### config.mk
export PLATFORM = sky130hd
export DESIGN_NAME = mcounter_csr_ctrl
export DESIGN_NICKNAME = d
export VERILOG_FILES = /design/src/rtl/mcounter_pkg.sv /design/src/rtl/mcounter_dbg_fsm.sv /design/src/rtl/mcounter_csr_ctrl.sv
export SDC_FILE = /design/constraint.sdc
export NUM_CORES = 1
export LEC_CHECK = 0
export CAP_MARGIN = 40
export CORE_AREA = 3 3 151 153
export CTS_BUF_LIST = sky130_fd_sc_hd__clkbuf_8
export CTS_CLUSTER_DIAMETER = 60
export DETAILED_ROUTE_END_ITERATION = 16
export DIE_AREA = 0 0 154 156
export PLACE_DENSITY = 0.68
export SLEW_MARGIN = 10
export SYNTH_ARGS = -nofsm -noshare
export SYNTH_HDL_FRONTEND = slang
export SYNTH_HIERARCHICAL = 1
export SYNTH_SLANG_ARGS = --single-unit
### constraint.sdc
create_clock -name clk_in -period 3.6 [get_ports clk_in]
set_input_delay 0.36 -clock clk_in [delete_from_list [all_inputs] [get_ports clk_in]]
set_output_delay 0.36 -clock clk_in [all_outputs]
set_load 0.01 [all_outputs]
### src/rtl/mcounter_pkg.sv
// ============================================================================
// Module   : mcounter_pkg
// Purpose  : Shared constants and types for the machine counter access
//            controller: counter CSR addresses, mcountinhibit bit positions
//            and the debug sequencer state encoding.
// Revision : 1.0 - initial release
// ============================================================================
`default_nettype none

package mcounter_pkg;

  // Writable machine counter halves
  localparam logic [11:0] c_addr_mcycle         = 12'hB00;
  localparam logic [11:0] c_addr_mcycleh        = 12'hB80;
  localparam logic [11:0] c_addr_minstret       = 12'hB02;
  localparam logic [11:0] c_addr_minstreth      = 12'hB82;

  // Read-only user shadows of the same halves
  localparam logic [11:0] c_addr_cycle          = 12'hC00;
  localparam logic [11:0] c_addr_cycleh         = 12'hC80;
  localparam logic [11:0] c_addr_instret        = 12'hC02;
  localparam logic [11:0] c_addr_instreth       = 12'hC82;

  localparam logic [11:0] c_addr_mcountinhibit  = 12'h320;

  // Implemented mcountinhibit bits
  localparam int c_inh_cy_bit = 0;
  localparam int c_inh_ir_bit = 2;

  typedef enum logic [2:0] {
    IDLE  = 3'd0,
    D_RD  = 3'd1,
    D_WLO = 3'd2,
    D_WHI = 3'd3,
    D_ACK = 3'd4
  } dbg_state_e;

endpackage

`default_nettype wire

### src/rtl/mcounter_dbg_fsm.sv
// ============================================================================
// Module   : mcounter_dbg_fsm
// Purpose  : Debug access sequencer for the machine counters plus the
//            core/debug arbiter with its starvation counter.
// Ports    : clk_in, rst_n_in          - clock, sync active-low reset
//            core_req_in               - core CSR request (arbitration only)
//            dbg_req_in/wr_in/sel_in   - debug request, direction, counter
//            mcycle_in, minstret_in    - live counter values for debug reads
//            core_gnt_out              - core access granted this cycle
//            state_out, sel_out        - sequencer state and latched select
//            dbg_ack_out, dbg_rdata_out, dbg_busy_out - debug response
//            force_cy_out, force_ir_out - inhibit forcing during 64-bit writes
// Revision : 1.0 - initial release
// ============================================================================
`default_nettype none

module mcounter_dbg_fsm
  import mcounter_pkg::*;
#(
  parameter int STARVE_LIMIT = 4
) (
  input  logic        clk_in,
  input  logic        rst_n_in,
  input  logic        core_req_in,
  input  logic        dbg_req_in,
  input  logic        dbg_wr_in,
  input  logic        dbg_sel_in,
  input  logic [63:0] mcycle_in,
  input  logic [63:0] minstret_in,
  output logic        core_gnt_out,
  output dbg_state_e  state_out,
  output logic        sel_out,
  output logic        dbg_ack_out,
  output logic [63:0] dbg_rdata_out,
  output logic        dbg_busy_out,
  output logic        force_cy_out,
  output logic        force_ir_out
);

  localparam logic [2:0] c_starve_lim = 3'(STARVE_LIMIT);

  dbg_state_e  state_q;
  logic        sel_q;
  logic [2:0]  starve_q;
  logic        ack_q;
  logic [63:0] rdata_q;
  logic        busy_q;
  logic        force_cy_q;
  logic        force_ir_q;

  logic        w_core_slot;
  logic        w_dbg_wins;
  logic        w_dbg_start;

  // Core may only touch the counters outside the two write phases. Debug
  // wins in IDLE when core is absent or has already starved it long enough.
  always_comb begin
    w_core_slot  = (state_q == IDLE) || (state_q == D_RD) || (state_q == D_ACK);
    w_dbg_wins   = !core_req_in || (starve_q >= c_starve_lim);
    w_dbg_start  = (state_q == IDLE) && dbg_req_in && w_dbg_wins;
    core_gnt_out = core_req_in && w_core_slot && !w_dbg_start;
  end

  always_ff @(posedge clk_in) begin
    if (!rst_n_in) begin
      state_q    <= IDLE;
      sel_q      <= 1'b0;
      starve_q   <= 3'd0;
      ack_q      <= 1'b0;
      rdata_q    <= 64'd0;
      busy_q     <= 1'b0;
      force_cy_q <= 1'b0;
      force_ir_q <= 1'b0;
    end else begin
      ack_q      <= 1'b0;
      force_cy_q <= 1'b0;
      force_ir_q <= 1'b0;
      case (state_q)
        IDLE: begin
          if (w_dbg_start) begin
            sel_q    <= dbg_sel_in;
            starve_q <= 3'd0;
            busy_q   <= 1'b1;
            if (dbg_wr_in) begin
              state_q    <= D_WLO;
              force_cy_q <= !dbg_sel_in;
              force_ir_q <= dbg_sel_in;
            end else begin
              state_q <= D_RD;
            end
          end else if (dbg_req_in && core_req_in && (starve_q < c_starve_lim)) begin
            starve_q <= starve_q + 3'd1;
          end
        end
        D_RD: begin
          rdata_q <= sel_q ? minstret_in : mcycle_in;
          ack_q   <= 1'b1;
          state_q <= D_ACK;
        end
        D_WLO: begin
          // Keep the target frozen across both halves
          force_cy_q <= !sel_q;
          force_ir_q <= sel_q;
          state_q    <= D_WHI;
        end
        D_WHI: begin
          ack_q   <= 1'b1;
          state_q <= D_ACK;
        end
        D_ACK: begin
          busy_q  <= 1'b0;
          state_q <= IDLE;
        end
        default: begin
          busy_q  <= 1'b0;
          state_q <= IDLE;
        end
      endcase
    end
  end

  assign state_out     = state_q;
  assign sel_out       = sel_q;
  assign dbg_ack_out   = ack_q;
  assign dbg_rdata_out = rdata_q;
  assign dbg_busy_out  = busy_q;
  assign force_cy_out  = force_cy_q;
  assign force_ir_out  = force_ir_q;

endmodule

`default_nettype wire

### src/rtl/mcounter_csr_ctrl.sv
// ============================================================================
// Module   : mcounter_csr_ctrl
// Purpose  : Access controller in front of the machine counter block. Owns
//            mcountinhibit, arbitrates the counter write port between the
//            core CSR port and the debug port, and returns core read data.
// Ports    : clk_in, rst_n_in                 - clock, sync active-low reset
//            core_*_in / core_*_out           - core CSR request/response
//            dbg_*_in / dbg_*_out             - 64-bit debug access
//            cnt_wr_en_out/addr_out/wdata_out - counter write port
//            mcountinhibit_cy_out/ir_out      - effective inhibits
//            mcycle_in, minstret_in           - live counter values
// Revision : 1.0 - initial release
// ============================================================================
`default_nettype none

module mcounter_csr_ctrl
  import mcounter_pkg::*;
#(
  parameter logic [11:0] MCOUNTINHIBIT_ADDR = 12'h320,
  parameter int          STARVE_LIMIT       = 4
) (
  input  logic        clk_in,
  input  logic        rst_n_in,
  input  logic        core_req_in,
  input  logic        core_wr_in,
  input  logic [11:0] core_addr_in,
  input  logic [31:0] core_wdata_in,
  output logic        core_gnt_out,
  output logic        core_rvalid_out,
  output logic [31:0] core_rdata_out,
  output logic        core_illegal_out,
  input  logic        dbg_req_in,
  input  logic        dbg_wr_in,
  input  logic        dbg_sel_in,
  input  logic [63:0] dbg_wdata_in,
  output logic        dbg_ack_out,
  output logic [63:0] dbg_rdata_out,
  output logic        dbg_busy_out,
  output logic        cnt_wr_en_out,
  output logic [11:0] cnt_addr_out,
  output logic [31:0] cnt_wdata_out,
  output logic        mcountinhibit_cy_out,
  output logic        mcountinhibit_ir_out,
  input  logic [63:0] mcycle_in,
  input  logic [63:0] minstret_in
);

  dbg_state_e  w_state;
  logic        w_sel;
  logic        w_gnt;
  logic        w_force_cy;
  logic        w_force_ir;

  logic        inh_cy_q;
  logic        inh_ir_q;
  logic        rvalid_q;
  logic [31:0] rdata_q;
  logic        illegal_q;

  logic        w_is_b;
  logic        w_is_c;
  logic        w_is_inh;
  logic        w_legal;
  logic [31:0] w_half;
  logic        w_core_b_wr;
  logic        w_inh_wr;
  logic [31:0] rdata_d;

  mcounter_dbg_fsm #(
    .STARVE_LIMIT (STARVE_LIMIT)
  ) u_dbg_fsm (
    .clk_in        (clk_in),
    .rst_n_in      (rst_n_in),
    .core_req_in   (core_req_in),
    .dbg_req_in    (dbg_req_in),
    .dbg_wr_in     (dbg_wr_in),
    .dbg_sel_in    (dbg_sel_in),
    .mcycle_in     (mcycle_in),
    .minstret_in   (minstret_in),
    .core_gnt_out  (w_gnt),
    .state_out     (w_state),
    .sel_out       (w_sel),
    .dbg_ack_out   (dbg_ack_out),
    .dbg_rdata_out (dbg_rdata_out),
    .dbg_busy_out  (dbg_busy_out),
    .force_cy_out  (w_force_cy),
    .force_ir_out  (w_force_ir)
  );

  // Address decode and read-data selection. B and C ranges return the same
  // halves; only the B range is writable.
  always_comb begin
    w_is_b = 1'b0;
    w_is_c = 1'b0;
    w_half = 32'd0;
    case (core_addr_in)
      c_addr_mcycle:    begin w_is_b = 1'b1; w_half = mcycle_in[31:0];    end
      c_addr_mcycleh:   begin w_is_b = 1'b1; w_half = mcycle_in[63:32];   end
      c_addr_minstret:  begin w_is_b = 1'b1; w_half = minstret_in[31:0];  end
      c_addr_minstreth: begin w_is_b = 1'b1; w_half = minstret_in[63:32]; end
      c_addr_cycle:     begin w_is_c = 1'b1; w_half = mcycle_in[31:0];    end
      c_addr_cycleh:    begin w_is_c = 1'b1; w_half = mcycle_in[63:32];   end
      c_addr_instret:   begin w_is_c = 1'b1; w_half = minstret_in[31:0];  end
      c_addr_instreth:  begin w_is_c = 1'b1; w_half = minstret_in[63:32]; end
      default: ;
    endcase
    w_is_inh    = (core_addr_in == MCOUNTINHIBIT_ADDR);
    w_legal     = w_is_inh || w_is_b || (w_is_c && !core_wr_in);
    w_core_b_wr = w_gnt && core_wr_in && w_is_b;
    w_inh_wr    = w_gnt && core_wr_in && w_is_inh;

    rdata_d = 32'd0;
    if (w_legal && !core_wr_in) begin
      rdata_d = w_is_inh ? {29'd0, inh_ir_q, 1'b0, inh_cy_q} : w_half;
    end
  end

  // Counter write port: debug owns it during its write phases (core is
  // never granted then), otherwise a granted core B-range write passes through.
  always_comb begin
    cnt_wr_en_out = 1'b0;
    cnt_addr_out  = 12'd0;
    cnt_wdata_out = 32'd0;
    if (w_state == D_WLO) begin
      cnt_wr_en_out = 1'b1;
      cnt_addr_out  = w_sel ? c_addr_minstret : c_addr_mcycle;
      cnt_wdata_out = dbg_wdata_in[31:0];
    end else if (w_state == D_WHI) begin
      cnt_wr_en_out = 1'b1;
      cnt_addr_out  = w_sel ? c_addr_minstreth : c_addr_mcycleh;
      cnt_wdata_out = dbg_wdata_in[63:32];
    end else if (w_core_b_wr) begin
      cnt_wr_en_out = 1'b1;
      cnt_addr_out  = core_addr_in;
      cnt_wdata_out = core_wdata_in;
    end
  end

  always_ff @(posedge clk_in) begin
    if (!rst_n_in) begin
      inh_cy_q  <= 1'b0;
      inh_ir_q  <= 1'b0;
      rvalid_q  <= 1'b0;
      rdata_q   <= 32'd0;
      illegal_q <= 1'b0;
    end else begin
      if (w_inh_wr) begin
        inh_cy_q <= core_wdata_in[c_inh_cy_bit];
        inh_ir_q <= core_wdata_in[c_inh_ir_bit];
      end
      rvalid_q  <= w_gnt;
      rdata_q   <= w_gnt ? rdata_d : 32'd0;
      illegal_q <= w_gnt && !w_legal;
    end
  end

  assign core_gnt_out         = w_gnt;
  assign core_rvalid_out      = rvalid_q;
  assign core_rdata_out       = rdata_q;
  assign core_illegal_out     = illegal_q;
  assign mcountinhibit_cy_out = inh_cy_q | w_force_cy;
  assign mcountinhibit_ir_out = inh_ir_q | w_force_ir;

endmodule

`default_nettype wire

==> results of run 1 <==
[Yosys cell counts, types with 3 or more instances]
library cell | count | share of area
nand3_1 | 3 | 0.0024
buf_6 | 3 | 0.0055
a21oi_1 | 4 | 0.0033
and3_1 | 30 | 0.031
clkbuf_1 | 27 | 0.016
mux2i_1 | 99 | 0.16
buf_2 | 14 | 0.011
inv_1 | 3 | 0.0018
buf_1 | 3 | 0.0018
o2bb2ai_1 | 32 | 0.046
nand2_1 | 79 | 0.048
buf_4 | 16 | 0.020
o211a_1 | 64 | 0.10
or2_2 | 3 | 0.0031
mux4_2 | 32 | 0.12
dfxtp_1 | 111 | 0.36
[final timing paths]
path                                             start                    end  slack [ps]  cells past startpoint
worst max register to register  u_dbg_fsm/state_out[2]     core_rdata_out[14]        1570                      8
worst min register to register   u_dbg_fsm/starve_q[1]  u_dbg_fsm/starve_q[1]         470                      2
worst min-delay path             u_dbg_fsm/starve_q[1]  u_dbg_fsm/starve_q[1]         470                      2
worst max-delay path                        dbg_req_in       cnt_wdata_out[9]         190                     11
[metal layers]
| layer | GRT usage | wire length, um | vias up |
|---|---|---|---|
| met2 | 0.354 | 12500 | 263 |
| met5 | 0 | 0 | - |
| met1 | 0.213 | 9370 | 2776 |
| li1 | - | - | 2856 |
| met4 | 0.0606 | 495 | 0 |
| met3 | 0.0558 | 1930 | 29 |
[flip-flops by register name, summed over array words and instances, names as in the netlist]
signal / flops
inh_ir_q: 1
u_dbg_fsm/force_cy_out: 1
u_dbg_fsm/sel_out: 1
core_rvalid_out: 1
core_rdata_out: 32
u_dbg_fsm/dbg_busy_out: 1
u_dbg_fsm/force_ir_out: 1
inh_cy_q: 1
u_dbg_fsm/state_out: 3
core_illegal_out: 1
u_dbg_fsm/dbg_ack_out: 1
u_dbg_fsm/starve_q: 3
u_dbg_fsm/dbg_rdata_out: 64
[area by class of cell]
cell class,instances,area share
Timing Repair Buffer,405,0.386
Multi-Input combinational cell,399,0.346
Sequential cell,111,0.213
Tap cell,280,0.0335
Clock buffer,10,0.0131
Clock inverter,6,0.00657
Inverter,3,0.00108
Antenna cell,1,0.000239
[layout by cell type (no fill, tap or decap), drive strengths merged, types with 4 or more instances in the layout]
| cell type | count |
|---|---|
| a21oi | 4 |
| and3 | 30 |
| buf | 25 |
| clkbuf | 10 |
| clkdlybuf4s50 | 380 |
| conb | 7 |
| dfxtp | 111 |
| inv | 6 |
| mux2i | 99 |
| mux4 | 32 |
| nand2 | 79 |
| nor2 | 4 |
| o211a | 64 |
| o2bb2ai | 32 |
| or4b | 4 |
[kinds of logic (layout without fill, tap and decap cells)]
logic type,count (synthesis),count (layout),synth area share
adder cells (fa/ha/maj),1,1,0.00204
other,1,8,0.000610
flip-flops,111,111,0.362
XOR/XNOR,1,1,0.00143
AO/OA/AOI/OAI,114,114,0.170
multiplexers,131,131,0.279
buffers and inverters,66,424,0.0566
AND/OR/NAND/NOR,145,145,0.129
[metrics by stage]
stage          std cells  total power, uW  setup WS (ps)
6_report            1215             2960            190
5_1_grt             1214             3110           6.48
3_5_place_dp        1198             2180           76.8
4_1_cts             1214             3010           57.5
2_1_floorplan        576             1680            558
3_3_place_gp        1197             2170            107
[worst max-delay path: cells and delay by family]
kind,cells,cell delay [ps]
buffers and inverters,4,1320
AND/OR/NAND/NOR,5,960
AO/OA/AOI/OAI,2,390
[power by group]
group / switching [uW] / internal, uW / total (uW)
combinational: 310 / 516 / 826
clock: 465 / 347 / 813
sequential: 36.8 / 1280 / 1320
total: 812 / 2140 / 2960
==> flow_summary.yaml, run 1 <==
logic_synthesis:
  yosysWarningCount: 6
  synthCells: 570
  synth.avg_cell_area_um2: 10.8
  syn_area_mm2: 0.00614
  ys_seq_area_frac: 0.362
  ys_ff_latch: 111
  ys_types: 47
  synth_top_flop_cell: "dfxtp_1"
  synth-async-reset-ratio: 0
  synth_edf_count: 0
route:
  ant_nets: 0
  vias: 5924
  routedWlPerCell_um: 20.0
  drc_errors: 0
  viasPerCell: 4.88
  drt_pre_antenna_iters: 6
  drt-total-wl_um: 24300
  drtIter0Drc: 281
clocking:
  cts_setup_buffers: 0
  cts_hold_buf: 0
  cts_resized: 1
  cts_tree: "built"
  numCtsBuffers: 9
  cts_sinks: 111
  root_buffer: "clkbuf_8"
  worstSkewPairLatency_ps: 390
  cts_max_level: 3
  cts_buffer_depth: 2
  cts.clk_slew.worst_paths_ps: 100
power_and_ir_drop:
  power_density_mw_per_mm2: 282
  ir_worst_vdd_mv: 0.156
  leakage_uw: 0.00442
global_route:
  grt_max_degree: 129
  grt_usage: 0.192
  gr-total-overflow: 0
  grt_pass1_wl_um: 35900
  grt_pass1_vias: 6097
  antenna_found_initial: 3
floorplan:
  fp.dieW_um: 154
  initial_core_util: 0.283
  io_pins: 391
  die_h_um: 156
  rows: 54
  core_area_mm2: 0.0217
  die-area_mm2: 0.0240
place:
  hpwlAfterDp_um: 18500
  port_buffers: 383
  place_congestion: 0.887
  place_area_mm2: 0.0103
sta:
  finalCritPeriodShare: 0.947
  setup_violations: 0
  finalCriticalPeriod_ps: 3410
  slew_viol_final: 0
  fin_worst_skew_ps: 14.2
  hold_viol_final: 0
  worst_pin_slew_ps: 634
  whs_ps: 475
  max_freq_mhz: 293
  setup_tns_ps: 0
  grt_setup_unrepaired: "no"
  max_slew_margin: 0.578
run:
  cap_violations: 0
setup_path:
  worstPathRequired_ps: 3240
  critPathMostFrequentCell: "clkdlybuf4s50_1"
  crit_type: "in -> out"
  path_max_fanout: 19
  path_cells: "clkdlybuf4s50_1, or4b_4, nor2_4, a2111oi_1, buf_4, nand2_1, or4_4, nor2_8, buf_12, o2bb2ai_1, clkdlybuf4s50_1"
  worst_path_max_delay_cell: "clkdlybuf4s50_1"
  end_kind: "output port"
  setup.worst_path.start_class: "primary input"
  max_stage_delay_ps: 550
  worstPathArrival_ps: 3050
finish:
  fin_util: 0.483
  multi_input_area_mm2: 0.00362
  final_area_mm2: 0.0105
  drive_gt1_frac: 0.103
  fillers: 2020
  area_growth_syn_to_layout_pct: 70.4
  nets: 1173
  regArea_mm2: 0.00223
worst_hold_path:
  hp-class: "reg -> reg"
status:
  status: "finished clean"
Power figures use the tool's default switching activity.
==> run 2: changes to the inputs <==
--- a/config.mk
+++ b/config.mk
@@ -6,14 +6,14 @@
 export NUM_CORES = 1
 export LEC_CHECK = 0
 export CAP_MARGIN = 40
-export CORE_AREA = 3 3 151 153
+export CORE_AREA = 3 3 152 154
 export CTS_BUF_LIST = sky130_fd_sc_hd__clkbuf_8
 export CTS_CLUSTER_DIAMETER = 60
 export DETAILED_ROUTE_END_ITERATION = 16
-export DIE_AREA = 0 0 154 156
-export PLACE_DENSITY = 0.68
+export DIE_AREA = 0 0 155 157
+export PLACE_DENSITY = 0.67
+export SKIP_LAST_GASP = 1
 export SLEW_MARGIN = 10
 export SYNTH_ARGS = -nofsm -noshare
 export SYNTH_HDL_FRONTEND = slang
-export SYNTH_HIERARCHICAL = 1
 export SYNTH_SLANG_ARGS = --single-unit
==> run 2 against run 1 <==
Total power increased by 1.1%. Maximum frequency grew 7.3%. Final cell count up 3.3%. Sequential power hardly changed. Flip-flop and latch count stayed put. Critical path depth is 4 lower. Combinational power fell by 0.8%. Clock power is 5.2% higher.
==> flow_summary.yaml, run 2 <==
clocking:
  cts_sinks: 111
  cts_setup_buffers: 0
  cts_hold_buf: 0
  cts.clk_slew.worst_paths_ps: 120
  cts_buffer_depth: 2
  cts_tree: "built"
  root_buffer: "clkbuf_8"
  cts_resized: 0
  numCtsBuffers: 9
  cts_max_level: 3
  worstSkewPairLatency_ps: 390
power_and_ir_drop:
  power_density_mw_per_mm2: 286
  leakage_uw: 0.00430
  ir_worst_vdd_mv: 0.171
global_route:
  antenna_found_initial: 4
  grt_max_degree: 129
  grt_pass1_wl_um: 37000
  grt_usage: 0.198
  gr-total-overflow: 0
  grt_pass1_vias: 6218
sta:
  setup_violations: 0
  worst_pin_slew_ps: 666
  max_freq_mhz: 315
  fin_worst_skew_ps: 11.0
  grt_setup_unrepaired: "no"
  slew_viol_final: 0
  finalCriticalPeriod_ps: 3180
  setup_tns_ps: 0
  hold_viol_final: 0
  max_slew_margin: 0.556
  whs_ps: 490
  finalCritPeriodShare: 0.882
setup_path:
  worstPathRequired_ps: 3240
  critPathMostFrequentCell: "clkdlybuf4s50_1"
  crit_type: "in -> out"
  worst_path_max_delay_cell: "clkdlybuf4s50_1"
  end_kind: "output port"
  path_max_fanout: 22
  path_cells: "clkdlybuf4s50_1, or3_1, nor4_1, and3_1, buf_4, o2bb2ai_1, clkdlybuf4s50_1"
  setup.worst_path.start_class: "primary input"
  worstPathArrival_ps: 2820
  max_stage_delay_ps: 560
route:
  viasPerCell: 4.87
  drt-total-wl_um: 25300
  drt_pre_antenna_iters: 4
  ant_nets: 0
  drtIter0Drc: 398
  routedWlPerCell_um: 20.2
  drc_errors: 0
  vias: 6109
floorplan:
  rows: 54
  core_area_mm2: 0.0218
  initial_core_util: 0.285
  die-area_mm2: 0.0243
  die_h_um: 157
  io_pins: 391
  fp.dieW_um: 155
finish:
  nets: 1211
  fillers: 2062
  drive_gt1_frac: 0.0926
  largest_reg_flops: 64
  mostFrequentLayoutCells: "clkdlybuf4s50_1, dfxtp_1, mux2i_1, nand2_1, o211a_1"
  mostFrequentLayoutCell: "clkdlybuf4s50_1"
  final_area_mm2: 0.0105
  fin_cells: 1255
  fin_util: 0.479
  area_growth_syn_to_layout_pct: 68.1
logic_synthesis:
  ys_ff_latch: 111
  yosysWarningCount: 0
  yosys.area.top_type: "dfxtp_1"
  synth.most_common_cell: "dfxtp_1"
  synth.avg_cell_area_um2: 10.1
  synthCells: 617
  synth_edf_count: 0
  ys_types: 47
  synth_top_area_share: 0.357
  syn_area_mm2: 0.00622
  ys_seq_area_frac: 0.357
  synth_area_leaders: "dfxtp_1, mux2i_1, mux4_2, o211a_1, nand2_1"
  synth_common_cells: "dfxtp_1, mux2i_1, nand2_1"
  synth_top_flop_cell: "dfxtp_1"
  synth-async-reset-ratio: 0
run:
  cap_violations: 0
place:
  dp.cells: 1236
  hpwlAfterDp_um: 19600
  place_congestion: 1.00
  port_buffers: 383
  place_area_mm2: 0.0102
worst_hold_path:
  hp-class: "reg -> reg"
status:
  status: "finished clean"
run 2: cell types whose count changed after synthesis, moves of 4 or more:
cell and delta:
nand2_1 -4, nor2b_1 +26, clkbuf_1 -4, and2_1 +5
a21oi_1 +14, nor2b_2 +7, buf_4 -8, o2bb2ai_1 -14
and3_1 -28, buf_2 +11, or2_2 +4, nor2_1 +48
mux2i_1 -15, o22ai_1 +14
run 2: power by group:
| part | switching (uW) | internal, uW | total, uW |
|---|---|---|---|
| clock | 509 | 346 | 855 |
| combinational | 310 | 509 | 819 |
| sequential | 36.2 | 1280 | 1320 |
| total | 854 | 2140 | 2990 |
run 2: area by class of cell:
type                            instances  area (um2)  area share
Clock inverter                          7         105      0.0100
Timing Repair Buffer                  397        3940       0.376
Clock buffer                            9         124      0.0118
Multi-Input combinational cell        447        3700       0.354
Tap cell                              280         350      0.0335
Antenna cell                            3        7.51    0.000718
Sequential cell                       111        2230       0.213
Inverter                                1        3.75    0.000359
run 2: final timing paths:
| kind | to | cells after the start | startpoint | slack (ps) |
|---|---|---|---|---|
| min reg2reg | u_dbg_fsm.dbg_busy_out | 1 | u_dbg_fsm.dbg_busy_out | 490 |
| max | cnt_wdata_out[0] | 7 | core_addr_in[6] | 420 |
| min | u_dbg_fsm.dbg_busy_out | 1 | u_dbg_fsm.dbg_busy_out | 490 |
| max reg2reg | core_rdata_out[21] | 6 | u_dbg_fsm.state_out[0] | 1420 |
run 2: per-layer routing:
| layer | vias up | track usage | wire (um) |
|---|---|---|---|
| met3 | 22 | 0.0602 | 2010 |
| met5 | - | 0 | 13 |
| met4 | 2 | 0.0652 | 456 |
| met1 | 2881 | 0.227 | 9990 |
| li1 | 2964 | - | - |
| met2 | 240 | 0.351 | 12900 |
run 2: through the flow:
step | power, uW | worst slack, ps
after floorplan | 1680 | 1550
after global placement | 2160 | 451
after detailed placement | 2170 | 425
after CTS | 3040 | 416
after global routing | 3140 | 281
final | 2990 | 423
run 2: critical path, delay by kind of cell:
kind | cells | cell delay [ps]
compound gates | 1 | 170
buf+inv | 3 | 1240
simple gates | 3 | 1030
run 2: cells by family (layout without fill, tap and decap cells):
kind of cell    Yosys count  in the layout  share of synthesized area
fa+ha+maj                 1              1                    0.00201
flops                   111            111                      0.357
buf+inv                  65            414                     0.0539
mux                     116            116                      0.251
other cells               1             10                   0.000603
simple gates            196            196                      0.159
compound gates          127            127                      0.177
==> run 3: changes to the inputs <==
--- a/config.mk
+++ b/config.mk
@@ -6,12 +6,13 @@
 export NUM_CORES = 1
 export LEC_CHECK = 0
 export CAP_MARGIN = 40
-export CORE_AREA = 3 3 152 154
+export CORE_AREA = 2 2 151 153
 export CTS_BUF_LIST = sky130_fd_sc_hd__clkbuf_8
 export CTS_CLUSTER_DIAMETER = 60
 export DETAILED_ROUTE_END_ITERATION = 16
-export DIE_AREA = 0 0 155 157
+export DIE_AREA = 0 0 153 155
 export PLACE_DENSITY = 0.67
+export SETUP_SLACK_MARGIN = 0.3
 export SKIP_LAST_GASP = 1
 export SLEW_MARGIN = 10
 export SYNTH_ARGS = -nofsm -noshare
==> run 3 against run 2 <==
Total power is 0.33% lower. Register-to-register slack worse by 200 ps. Non-clock buffer count stayed put. Cell area hardly changed. Highest routed layer is now met4.
==> flow_summary.yaml, run 3 (synthesized netlist as in run 2, its figures left out) <==
setup_path:
  max_stage_delay_ps: 550
  worst_path_max_delay_cell: "or3_1"
  timing.rr.end: "core_rdata_out[21]"
  rrSetupSlack_ps: 1220
  rr_worst_depth: 6
  r2r-start: "u_dbg_fsm.state_out[0]"
  setup.worst_path.start_class: "primary input"
  end_kind: "output port"
  path_max_fanout: 10
  path_cells: "clkdlybuf4s50_1, or3_1, nor4_4, buf_4, a21oi_1, nor2_1, clkdlybuf4s50_1"
  worstPathArrival_ps: 2810
  crit_type: "in -> out"
  worstPathRequired_ps: 3240
  critPathMostFrequentCell: "clkdlybuf4s50_1"
worst_hold_path:
  min_path_cells: 3
  min-delay-start: "rst_n_in"
  hp-class: "in -> reg"
  holdPathEnd: "core_rdata_out[7]"
clocking:
  worstSkewPairLatency_ps: 390
  cts_max_level: 3
  numCtsBuffers: 9
  cts_tree: "built"
  root_buffer: "clkbuf_8"
  cts_buffer_depth: 2
  cts.clk_slew.worst_paths_ps: 120
  cts_sinks: 111
sta:
  finalCriticalPeriod_ps: 3170
  slew_viol_final: 0
  worst_pin_slew_ps: 769
  hold_viol_final: 0
  finalCritPeriodShare: 0.882
  grt_setup_unrepaired: "no"
  fin_worst_skew_ps: 18.1
  max_slew_margin: 0.488
  max_freq_mhz: 315
  setup_slack_ps: 426
  setup_tns_ps: 0
  setup_violations: 0
finish:
  final_area_mm2: 0.0105
  area_growth_syn_to_layout_pct: 68.2
  fillers: 2122
  nets: 1211
  fin_cells: 1260
  largest_reg_flops: 64
  drive_gt1_frac: 0.0936
  mostFrequentLayoutCells: "clkdlybuf4s50_1, dfxtp_1, mux2i_1, nand2_1, o211a_1"
  mostFrequentLayoutCell: "clkdlybuf4s50_1"
global_route:
  antenna_found_initial: 3
  met1_usage: 0.226
  top_usage_layer: "met2"
  grt_pass1_wl_um: 36600
  grt_pass1_vias: 6148
  grt_usage: 0.201
  gr-total-overflow: 0
  gr-usage-met2: 0.363
  grt_max_degree: 129
  use_met3: 0.0501
status:
  status: "finished clean"
floorplan:
  fp.dieW_um: 153
  die-area_mm2: 0.0237
  rows: 55
  io_pins: 391
  die_h_um: 155
  core_area_mm2: 0.0222
  initial_core_util: 0.280
place:
  port_buffers: 383
  place_ws_ps: 403
  place_area_mm2: 0.0102
  place_congestion: 0.929
  dp.cells: 1241
  hpwlAfterDp_um: 19100
route:
  ant_nets: 0
  drc_errors: 0
  drtIter0Drc: 260
  viasPerCell: 4.84
  vias: 6096
  drt_pre_antenna_iters: 4
  routedWlPerCell_um: 19.6
  drt-total-wl_um: 24600
run:
  cap_violations: 0
power_and_ir_drop:
  power_density_mw_per_mm2: 285
  p_total_uw: 2980
  leakage_uw: 0.00429
  ir_worst_vdd_mv: 0.173
==> run 3: repair_timing <==
action	4_1_cts	5_1_grt
setup endpoints to repair	0	2
endpoints found under the hold margin	0	0
hold buffers	0	0
setup buffers	0	0
resized for setup	0	1
==> run 3: cell type report <==
cell class	instances	area [um2]	share of cell area
inverter	1	3.75	0.000359
sequential	111	2230	0.213
clock buffer	9	124	0.0118
timing repair buffer	397	3940	0.376
multi-input combinational	447	3710	0.355
tap	285	357	0.0341
antenna	3	7.51	0.000717
clock inverter	7	98.8	0.00945
==> run 3: routing by layer <==
metal	wire, um	vias up
met5	0	-
met4	666	0
met3	1690	32
met2	12600	260
met1	9730	2849
li1	-	2955
==> run 3: critical path: cells and delay by family <==
kind                   cells  cell delay [ps]
buffers and inverters      3             1170
AOI/OAI and AO/OA          1               70
and+or+nand+nor            3             1210
==> run 3: report_power, final <==
| group | total, uW | internal [uW] | switching, uW |
|---|---|---|---|
| clock network | 844 | 344 | 500 |
| registers | 1320 | 1280 | 43.1 |
| logic | 813 | 510 | 303 |
==> run 3: per-stage QoR <==
stage	utilization	hold slack, ps
finish	0.471	427
global route	0.471	430
CTS	0.470	413
detailed placement	0.460	458
global placement	0.460	451
floorplan	-	443
==> run 3: how the worst max path moves through the flow <==
stage | from | to | cells after the start
floorplan | core_addr_in[3] | cnt_wdata_out[22] | 6
global placement | core_addr_in[6] | cnt_wdata_out[12] | 7
detailed placement | core_addr_in[6] | cnt_wdata_out[12] | 7
CTS | core_addr_in[6] | cnt_wdata_out[12] | 7
global route | core_addr_in[6] | cnt_wdata_out[24] | 7
finish | core_addr_in[6] | cnt_wdata_out[25] | 7
